[src/rtl/gpio_apb_arbiter.sv]
// gpio_apb_arbiter: round-robin APB master sharing the GPIO controller slave port.
// Define GPIO_APB_TIMEOUT_EN to force an error after TIMEOUT_CYCLES ACCESS cycles.
module gpio_apb_arbiter #(
  parameter int NUM_REQ        = 4,
  parameter int ADDR_W         = 11,
  parameter int DATA_W         = 32,
  parameter int TIMEOUT_CYCLES = 16
) (
  input  logic                          clk,
  input  logic                          rst,
  input  logic [NUM_REQ-1:0]            req_valid,
  input  logic [NUM_REQ-1:0]            req_write,
  input  logic [NUM_REQ*ADDR_W-1:0]     req_addr,
  input  logic [NUM_REQ*DATA_W-1:0]     req_wdata,
  input  logic [NUM_REQ*DATA_W/8-1:0]   req_strb,
  output logic [NUM_REQ-1:0]            req_ready,
  output logic [NUM_REQ-1:0]            rsp_valid,
  output logic [DATA_W-1:0]             rsp_rdata,
  output logic                          rsp_err,
  output logic [ADDR_W-1:0]             paddr,
  output logic                          pwrite,
  output logic                          psel,
  output logic                          penable,
  output logic [DATA_W/8-1:0]           pstrb,
  output logic [DATA_W-1:0]             pwdata,
  input  logic [DATA_W-1:0]             prdata,
  input  logic                          pready,
  input  logic                          pslverr
);

  localparam int STRB_W = DATA_W / 8;
  localparam int IDX_W  = (NUM_REQ > 1) ? $clog2(NUM_REQ) : 1;

  typedef enum logic [1:0] {
    IDLE,
    SETUP,
    ACCESS
  } state_t;

  state_t state_q, state_d;

  logic [IDX_W-1:0] rr_q, rr_d;
  logic [IDX_W-1:0] gnt_q, gnt_d;
  logic [IDX_W-1:0] pick;
  logic             any_req;
  logic             done;
  logic             tmo_hit;

  logic [ADDR_W-1:0] sel_addr;
  logic [DATA_W-1:0] sel_wdata;
  logic [STRB_W-1:0] sel_strb;
  logic              sel_write;

  function automatic logic [IDX_W-1:0] wrap_add(
    input logic [IDX_W-1:0] base,
    input int               off
  );
    int s;
    s = int'(base) + off;
    if (s >= NUM_REQ) s = s - NUM_REQ;
    return IDX_W'(s);
  endfunction

  // Walk downward so the closest requester at or after rr_q wins last.
  always_comb begin
    pick    = rr_q;
    any_req = 1'b0;
    for (int k = NUM_REQ - 1; k >= 0; k--) begin
      if (req_valid[wrap_add(rr_q, k)]) begin
        pick    = wrap_add(rr_q, k);
        any_req = 1'b1;
      end
    end
  end

  assign sel_addr  = req_addr[int'(pick)*ADDR_W +: ADDR_W];
  assign sel_wdata = req_wdata[int'(pick)*DATA_W +: DATA_W];
  assign sel_strb  = req_strb[int'(pick)*STRB_W +: STRB_W];
  assign sel_write = req_write[pick];

  always_comb begin
    req_ready = '0;
    if (state_q == IDLE && !rst && any_req) req_ready[pick] = 1'b1;
  end

`ifdef GPIO_APB_TIMEOUT_EN
  localparam int TMO_W = $clog2(TIMEOUT_CYCLES + 1);

  logic [TMO_W-1:0] tmo_q;

  assign tmo_hit = (tmo_q == TMO_W'(TIMEOUT_CYCLES - 1)) && !pready;

  always_ff @(posedge clk) begin
    if (rst) begin
      tmo_q <= '0;
    end else if (state_q == SETUP) begin
      tmo_q <= '0;
    end else if (state_q == ACCESS && !pready) begin
      tmo_q <= tmo_q + 1'b1;
    end
  end
`else
  assign tmo_hit = 1'b0;
`endif

  assign done = (state_q == ACCESS) && (pready || tmo_hit);

  always_comb begin
    state_d = state_q;
    rr_d    = rr_q;
    gnt_d   = gnt_q;
    unique case (state_q)
      IDLE: begin
        if (any_req) begin
          state_d = SETUP;
          rr_d    = wrap_add(pick, 1);
          gnt_d   = pick;
        end
      end
      SETUP:   state_d = ACCESS;
      ACCESS:  if (done) state_d = IDLE;
      default: state_d = IDLE;
    endcase
  end

  always_ff @(posedge clk) begin
    if (rst) begin
      state_q   <= IDLE;
      rr_q      <= '0;
      gnt_q     <= '0;
      psel      <= 1'b0;
      penable   <= 1'b0;
      paddr     <= '0;
      pwrite    <= 1'b0;
      pstrb     <= '0;
      pwdata    <= '0;
      rsp_valid <= '0;
      rsp_rdata <= '0;
      rsp_err   <= 1'b0;
    end else begin
      state_q   <= state_d;
      rr_q      <= rr_d;
      gnt_q     <= gnt_d;
      rsp_valid <= '0;
      if (state_q == IDLE && any_req) begin
        psel    <= 1'b1;
        penable <= 1'b0;
        paddr   <= sel_addr;
        pwrite  <= sel_write;
        pwdata  <= sel_wdata;
        pstrb   <= sel_write ? sel_strb : '0;
      end
      if (state_q == SETUP) penable <= 1'b1;
      // A timeout completes like pready but reports an error with no data.
      if (done) begin
        psel      <= 1'b0;
        penable   <= 1'b0;
        rsp_valid <= NUM_REQ'(1) << gnt_q;
        rsp_rdata <= (pready && !pwrite) ? prdata : '0;
        rsp_err   <= pready ? pslverr : 1'b1;
      end
    end
  end

endmodule
[config.mk]
export PLATFORM = sky130hd
export DESIGN_NAME = gpio_apb_arbiter
export DESIGN_NICKNAME = d
export VERILOG_FILES = /design/src/rtl/gpio_apb_arbiter.sv
export SDC_FILE = /design/constraint.sdc
export NUM_CORES = 1
export LEC_CHECK = 0
export BUFFER_PORTS_ARGS = -buffer_cell sky130_fd_sc_hd__buf_2
export CAP_MARGIN = 10
export CORE_ASPECT_RATIO = 0.6
export CORE_MARGIN = 4
export CORE_UTILIZATION = 38
export DETAILED_ROUTE_END_ITERATION = 7
export GPL_ROUTABILITY_DRIVEN = 0
export GPL_TIMING_DRIVEN = 0
export PLACE_DENSITY = 0.89
export SLEW_MARGIN = 20
export SYNTH_ARGS = -nofsm -noshare
export SYNTH_HDL_FRONTEND = slang
export SYNTH_SLANG_ARGS = --single-unit
[constraint.sdc]
create_clock -name clk -period 1.91 [get_ports clk]
set_input_delay 0.0955 -clock clk [delete_from_list [all_inputs] [get_ports clk]]
set_output_delay 0.0955 -clock clk [all_outputs]
set_load 0.05 [all_outputs]
After elaboration in Yosys (flattened, before gate mapping) --
Cells that the tools add are included.
Operators by class: reductions and logical operators 14, add/subtract/negate cells 9, bitwise logic cells 1, mux-type cells 34, multiply operators 1, shift-type cells 4, equality and inequality tests 4, order comparisons 11
Operators by type and width (number):
- variable part select 128 x 8 -> 32 bit | 1
- variable part select 44 x 7 -> 11 bit | 1
- 2-to-1 mux 32 bit | 1
- 2-to-1 mux 2 bit | 11
- variable part select 16 x 5 -> 4 bit | 1
- < comparator 2 x 3 -> 1 bit, second input constant | 5
- 2-to-1 mux 1 bit | 13
- greater-or-equal comparator 3 bit, second input constant | 4
- binary-select mux 1 bit (select 2 bit) | 5
- subtractor 2 x 1 -> 2 bit, second input constant | 5
- 2-to-1 mux 4 bit | 2
- adder 2 x 1 -> 3 bit, second input constant | 2
- adder 2 x 2 -> 3 bit, second input constant | 2
- logical AND 1 bit | 6
- multiplier 2 x 4 -> 6 bit, second input constant | 1
- case mux 2 bit (3 select lines) | 1
- inequality test 2 bit, second input constant | 2
- AND reduction 2 bit | 2
- OR reduction 2 bit | 2
- << shifter 1 x 2 -> 4 bit, first input constant | 1
- greater-or-equal comparator 2 x 3 -> 1 bit, second input constant | 1
- demux 1 bit (select 2 bit) | 1
- == test 2 x 1 -> 1 bit, second input constant | 1
- == test 2 bit, second input constant | 1
- 5 further kinds | 6
Word-level totals: logic and storage cells 90, bits in registers 93, input port bits 232

Longest topological paths before layout --
Gate-level depths: netlist (run 1).
word-level depth 14, depth in mapped cells 9, mapped depth without buffers 7

Worst setup path after synthesis (run 1) --
OpenSTA, ideal clock, no wires.
path type register to output, start register rr_q[0], end output req_ready[3], cell stages (with the launch flop) 9, arrival time 1771 ps, setup slack 43 ps, cell sequence dfxtp_1 nor2b_1 o21ba_1 nor3_2 buf_6 buf_8 buf_6 ha_1 and2_1
Between the ends: cells in the longest elaborated chain, start to end 14, elaborated cells between the ends (all ways) 38, classes of those cells add/sub (7); order compare (6); mux (23); reduce/logical (2)
RTL lines:
- from (decl) | RTL line 42 | logic [IDX_W-1:0] rr_q, rr_d;
- from (signal assigned) | RTL line 142 | rr_q <= rr_d;
- adder 2 x 2 -> 3 bit | RTL line 59 | s = int'(base) + off;
- greater-or-equal comparator 3 bit / subtractor 2 x 1 -> 2 bit (equally long branches) | RTL line 60 | if (s >= NUM_REQ) s = s - NUM_REQ;
- 2-to-1 mux 2 bit | RTL line 60
- binary-select mux 1 bit (select 2 bit) | RTL line 69 | if (req_valid[wrap_add(rr_q, k)]) begin
- 2-to-1 mux 1 bit (implied by the code) | RTL line 69
- 2-to-1 mux 2 bit (3 in a row) | RTL line 69
- 2-to-1 mux 2 bit (*) | RTL line 69
- net pick[0] | RTL line 44 | logic [IDX_W-1:0] pick;
- < comparator 2 x 3 -> 1 bit (implied by the code) / greater-or-equal comparator 2 x 1 -> 1 bit (equally long branches) | RTL line 83 | if (state_q == IDLE && !rst && any_req) req_ready[pick] = 1'b1;
- logical AND 1 bit (implied by the code) | RTL line 83
- 2-to-1 mux 1 bit (implied by the code) | RTL line 83
- demux 1 bit (select 2 bit) (*) | RTL line 83
- 2-to-1 mux 4 bit (*) | RTL line 83
- to (decl) | RTL line 16 | output logic [NUM_REQ-1:0] req_ready,
Mark *: on every way through the listed nets, which the timed path passes. The rest lies on a longest branch. The select of a mux whose other input is x is not followed.

Final worst setup path (run 1) --
start register state_q[0], end output req_ready[3]
Between the ends: cells in the longest elaborated chain, start to end 4
RTL lines:
- from (decl) | RTL line 40 | state_t state_q, state_d;
- from (signal assigned) | RTL line 141 | state_q <= state_d;
- logical NOT 2 bit | RTL line 83
- logical AND 1 bit (2 in a row) | RTL line 83
- 2-to-1 mux 4 bit | RTL line 83
No other way between the ends.

==> parameters.txt, run 1 <==
Parameter                              Value

Run status
  Run status    finished, violations left
  Violated checks    negative setup slack

Timing
  Tightest hold margin    115 ps
  Setup TNS after final layout    -3500 ps
  Final setup violating endpoints    52
  RSZ-0062 raised after global routing    yes
  Final number of hold-violating endpoints    0
  Setup Skew    8.51 ps
  Shortest clock period the worst path allows after layout    2080 ps
  Peak clock frequency supported by timing    481 MHz
  Worst setup slack after layout    -167 ps
  Final count of pins violating max slew    0
  Ratio of final minimum period to clock period    109%
  Relative slew slack    51.6%
  Worst slew pin tran    726 ps

Clock tree
  Longest Clk Path Bufs    2
  Total CTS buffers    9
  Clock-pin slew on the worst setup and hold paths    80 ps
  Clock H-tree levels    3
  Count of clock tree sinks    93
  Clock Latency Late Sink    340 ps
  Clock tree from TritonCTS    yes
  Clock root buffer    clkbuf_16

Floorplan
  Area of the core region    12,000 um^2
  Horizontal die dimension    151 um
  Boundary Pins    323
  Die Area    14,200 um^2
  Initial standard-cell utilization of the core    38.8%
  Row Count    31
  Die span in y    93.9 um

Flow run
  Max-Cap Viols    0

Logic synthesis
  Post-synth top flop    dfxtp_1
  Post-synth EDFFs    0
  Post-Syn Area    4670 um^2
  Sequential element share of the synthesized area    39.9%
  Post-synth net total    706
  Post-synthesis average cell area    9.94 um^2
  Count of warnings emitted by yosys    0
  Count of mapped cells out of synthesis    470
  Flip-flop and latch count after synthesis    93
  Cell taking the most area after synthesis    dfxtp_1
  Fraction of post-synthesis cell area in the top cell type by area    39.9%
  Most numerous cell types in the synthesized netlist    nand2_1, mux2i_1, dfxtp_1
  Most instantiated library cell after synthesis    nand2_1
  Async SR Flop Fraction    0%
  Top post-synthesis cells by area    dfxtp_1, mux2i_1, a32o_1
  Count of different cell masters after synthesis    43

Critical path
  Critical path start-end classification    reg -> out
  CP Data Arrival Time    1980 ps
  CP endpoint kind    primary output
  Maximum fanout encountered on the critical timing path    10
  Data required time at the worst endpoint    1810 ps
  Category of the worst setup path launch point    register

Pwr
  Pwr per Cell Area    987 nW/um^2
  IR drop worst, VDD    432 uV
  Pleak    3.98 nW
  Pwr Total    7.89 mW

Final layout
  Share of final-layout standard cells stronger than drive strength 1    51.0%
  Final Net Count    1,106
  Post-route design area    8000 um^2
  Multi-input gate area in the final layout    2770 um^2
  P&R area growth vs syn    71.2%
  Number of filler instances in the final layout    947
  Area taken by flip-flops and latches    1870 um^2

Place
  Count of buffers from port buffering    321
  Placed Area    6480 um^2
  Post-detail-place hpwl    13,700 um
  Pre-CTS setup slack    -434 ps

Hold path
  Hold WC Path Type    in -> reg

Drt
  DRC violation total after the first TritonRoute iteration    387
  Remaining number of nets flagged by the antenna check after routing    0
  Drt drc    0
  WL final    19,700 um
  Router iterations before antenna repair    5
  Vias    5,411
  Drt via density    5.20
  Wire length per cell after detailed routing    19.0 um

GRT
  Global-route wire length before repair    27,500 um
  Antenna violations before repair    0
  GRT Resource Usage Total    24.9%
  Number of global-route vias before repair    5,207
  Pin count of the biggest net entering global routing    19
  Total congestion overflow    0
==> cells by family (layout without fill, tap and decap cells) <==
| family | Yosys count | after routing | synth area share, % |
|---|---|---|---|
| flip-flops | 93 | 93 | 39.9 |
| other | 0 | 1 | 0 |
| AO/OA/AOI/OAI | 98 | 98 | 20.2 |
| multiplexers | 95 | 95 | 20.5 |
| AND/OR/NAND/NOR | 137 | 137 | 12.9 |
| adder cells (fa/ha/maj) | 4 | 4 | 1.07 |
| buffers and inverters | 43 | 448 | 5.57 |
==> sequential cells by signal (all words and copies together) (netlist names), 2 cells and up <==
signal / cells
paddr: 11
rsp_valid: 4
rsp_rdata: 32
state_q: 2
pwdata: 32
rr_q: 2
gnt_q: 2
pstrb: 4
==> path summary, 6_finish.rpt <==
path	slack [ps]	start	cells after the start	to
max	-170	state_q[0]	7	req_ready[3]
min	110	pready	3	state_q[1]
max reg2reg	-130	rr_q[0]	9	pstrb[1]
min reg2reg	460	pwdata[7]	1	pwdata[7]
==> critical path, cell delays in order, from the launching register on <==
cell     delay [ps]
dfxtp_4         380
or3_1           410
buf_6           170
nor2_4          130
buf_8           120
buf_6           140
and2_4          150
buf_6           150
==> stage by stage <==
stage / utilization [%] / cells
2_1_floorplan: - / 470
3_3_place_gp: 53.9 / 956
3_5_place_dp: 53.9 / 956
4_1_cts: 62.5 / 1020
5_1_grt: 66.5 / 1040
6_report: 66.5 / 1041
==> report_power, final <==
group,total [mW],switching (mW),internal (mW)
sequential,2.32,0.145,2.17
clock,1.81,0.857,0.957
combinational,3.76,2.09,1.67
total,7.89,3.10,4.80
==> area by class of cell <==
cell class                 count  area share (%)
antenna                        1          0.0313
buffer                        39            4.83
clock buffer                  10            2.99
clock inverter                 6           0.751
inverter                       3           0.203
multi-input combinational    334            34.6
sequential                    93            23.4
tap                          165            2.58
timing repair buffer         390            30.6
==> cells in the final DEF, fill, tap and decap left out, types with 4 or more instances in the layout <==
cell type,synthesis,final
clkbuf_1,17,7
and3_1,9,9
nand2b_1,4,4
clkbuf_2,0,10
mux2i_1,94,83
buf_6,10,8
nor2_1,8,7
dlygate4sd3_1,0,33
a21oi_1,5,4
and2_4,0,4
dfxtp_1,93,89
buf_2,7,321
mux2i_2,0,9
buf_4,1,20
nand2_1,100,100
buf_8,1,8
a32o_1,43,43
clkbuf_16,0,16
a22o_1,33,33
buf_12,0,14
a2111oi_4,1,4
==> routing by layer <==
| layer | vias to the layer above | track usage, % | share of wire (%) |
|---|---|---|---|
| li1 | 2535 | - | - |
| met1 | 2563 | 32.9 | 42 |
| met2 | 287 | 41.3 | 49 |
| met3 | 26 | 6.27 | 8.3 |
| met4 | 0 | 5.28 | 1.4 |
| met5 | - | 0 | 0 |
==> repair_timing <==
action,CTS,global route
pin swaps,5,17
resized for setup,79,48
endpoints found under the setup margin,84,85
hold endpoints to repair,33,0
gates cloned,0,7
setup buffers,15,15
hold buffers,33,0
No activity file was read; power rests on OpenSTA's default activity.
==> run 2, diff against run 1 <==
--- a/config.mk
+++ b/config.mk
@@ -7,13 +7,12 @@
 export LEC_CHECK = 0
 export BUFFER_PORTS_ARGS = -buffer_cell sky130_fd_sc_hd__buf_2
 export CAP_MARGIN = 10
-export CORE_ASPECT_RATIO = 0.6
-export CORE_MARGIN = 4
-export CORE_UTILIZATION = 38
+export CORE_AREA = 2 2 125 127
 export DETAILED_ROUTE_END_ITERATION = 7
+export DIE_AREA = 0 0 127 129
 export GPL_ROUTABILITY_DRIVEN = 0
 export GPL_TIMING_DRIVEN = 0
-export PLACE_DENSITY = 0.89
+export PLACE_DENSITY = 0.77
 export SLEW_MARGIN = 20
 export SYNTH_ARGS = -nofsm -noshare
 export SYNTH_HDL_FRONTEND = slang
==> run 2 against run 1 <==
Against the previous run:
- the run still ends with negative setup slack left
- combinational power is 6.9% higher
- register-to-register slack better by 30 ps
- global-route usage decreased by 3.3 points
- critical path depth is 2 higher
- hold slack lost 38 ps
- clock power is 3% higher
- utilization is 11 points lower
- largest power group unchanged
==> parameters.txt, run 2 (synthesis gave the netlist of run 1 again) <==
Parameter                              Value

Timing
  RSZ-0062 raised after global routing    yes
  Final count of pins violating max slew    0
  Shortest clock period the worst path allows after layout    2080 ps
  Setup TNS after final layout    -2820 ps
  Setup Skew    6.50 ps
  Final number of hold-violating endpoints    0
  Worst setup slack after layout    -172 ps
  Ratio of final minimum period to clock period    109%
  Worst slew pin tran    728 ps
  Tightest hold margin    76.4 ps
  Final setup violating endpoints    47
  Relative slew slack    51.5%
  Peak clock frequency supported by timing    480 MHz

Drt
  Drt via density    5.17
  WL final    19,300 um
  Wire length per cell after detailed routing    18.2 um
  Remaining number of nets flagged by the antenna check after routing    0
  DRC violation total after the first TritonRoute iteration    263
  Router iterations before antenna repair    8
  Drt drc    0
  Vias    5,487

Critical path
  Kind of cell adding the most delay to the critical path    buffers and inverters
  Category of the worst setup path launch point    register
  Maximum fanout encountered on the critical timing path    6
  Critical path start-end classification    reg -> out
  CP Data Arrival Time    1990 ps
  First element of the critical path    rr_q[0]
  Number of buffer and inverter stages on the critical path    4
  Data required time at the worst endpoint    1810 ps
  Cell repeated most along the worst path    buf_12
  CP max stage delay    370 ps
  Critical Path Slowest Stage Cell    dfxtp_4
  Cells along the critical path    nor2b_2, o21ba_4, nor3_4, buf_12, buf_12, inv_8, ha_4, and2_4, buf_8
  CP endpoint kind    primary output
  FF-to-FF Start    rr_q[0]

Clock tree
  Total CTS buffers    9
  Clock Latency Late Sink    340 ps
  Clock tree from TritonCTS    yes
  Clock root buffer    clkbuf_16
  Count of clock tree sinks    93
  Clock-pin slew on the worst setup and hold paths    70 ps
  Clock H-tree levels    3
  Longest Clk Path Bufs    2

GRT
  Total congestion overflow    0
  Global-route wire length before repair    27,300 um
  GRT Resource Usage Total    21.6%
  Pin count of the biggest net entering global routing    16
  Antenna violations before repair    0
  Number of global-route vias before repair    5,170

Run status
  Run status    finished, violations left
  Violated checks    negative setup slack

Floorplan
  Die span in y    129 um
  Initial standard-cell utilization of the core    31.2%
  Boundary Pins    323
  Die Area    16,400 um^2
  Row Count    45
  Area of the core region    15,000 um^2
  Horizontal die dimension    127 um

Final layout
  Number of filler instances in the final layout    1,335
  Largest registers ranked by flip-flop count    pwdata: 32 flops, rsp_rdata: 32 flops, paddr: 11 flops
  Final Net Count    1,105
  Share of final-layout standard cells stronger than drive strength 1    52.8%
  P&R area growth vs syn    77.5%
  Utilization after layout    55.4%
  Ant diodes    0
  Most common cell after layout, fill and taps aside    buf_2
  Most frequent cells in the layout    buf_2, nand2_1, dfxtp_1

Pwr
  Pleak    4.00 nW
  Pwr per Cell Area    989 nW/um^2
  IR drop worst, VDD    512 uV

Flow run
  Max-Cap Viols    0

Place
  Post-detail-place hpwl    13,300 um
  Pre-CTS setup slack    -409 ps
  Count of buffers from port buffering    321

Hold path
  Hold WC Path Type    in -> reg
  Worst min-delay path startpoint    pready
-- run 2: cell count changes in the layout (fill, tap and decap cells not counted), sizes merged, moves of 2 or more --
| cell | before | now |
|---|---|---|
| buf | 372 | 375 |
| clkbuf | 34 | 31 |
| clkinv | 2 | 0 |
| inv | 7 | 5 |
-- run 2: what timing repair did --
| item | in CTS | in global routing |
|---|---|---|
| gates resized for setup | 90 | 84 |
| endpoints found under the hold margin | 33 | 0 |
| endpoints found under the setup margin | 82 | 86 |
| buffers inserted | 21 | 9 |
| pin swaps | 13 | 54 |
| cloned | 3 | 5 |
| hold buffers | 33 | 0 |
-- run 2: worst reg2reg max path, delay by kind of cell, from the launching register on --
kind / cells / cell delay, ps
AND/OR/NAND/NOR: 3 / 330
AO/OA/AOI/OAI: 2 / 440
buffers and inverters: 4 / 570
flip-flops: 1 / 370
multiplexers: 1 / 200
-- run 2: final cells by class --
| type | instances | area [um^2] | area share [%] |
|---|---|---|---|
| flip-flops and latches | 93 | 1870 | 22.6 |
| clock buffers | 11 | 253 | 3.05 |
| well taps | 188 | 235 | 2.84 |
| plain buffers | 37 | 363 | 4.38 |
| repair buffers | 391 | 2530 | 30.5 |
| clock inverters | 4 | 55.1 | 0.664 |
| multi-input cells | 334 | 2970 | 35.8 |
| inverters | 3 | 18.8 | 0.226 |
-- run 2: per-layer routing --
layer,vias to the layer above,track usage (%),part of all wire (%)
met4,0,9.44,2.7
met5,-,0,0
met2,232,37.1,51
li1,2553,-,-
met3,40,3.91,4.8
met1,2662,26.7,41
-- run 2: per-stage QoR --
step	total power, mW	instances	instance area (um^2)
6_report	8.20	1061	8290
5_1_grt	8.54	1061	8290
4_1_cts	7.74	1051	7770
3_5_place_dp	5.23	979	6510
3_3_place_gp	5.20	979	6510
2_1_floorplan	4.39	470	4670
-- run 2: report_power, final --
part	switching (mW)	leakage (nW)	internal (mW)	total, mW
Combinational	2.18	3.09	1.85	4.02
Clock	0.781	0.149	1.09	1.87
Sequential	0.136	0.764	2.17	2.31
Total	3.09	4.00	5.11	8.20
-- run 2: path summary, 6_finish.rpt --
path         slack (ps)  depth (start not counted)           end
max                -170                          9  req_ready[2]
min                  80                          3    state_q[1]
max reg2reg        -100                         10    pwdata[27]
min reg2reg         460                          1      paddr[7]
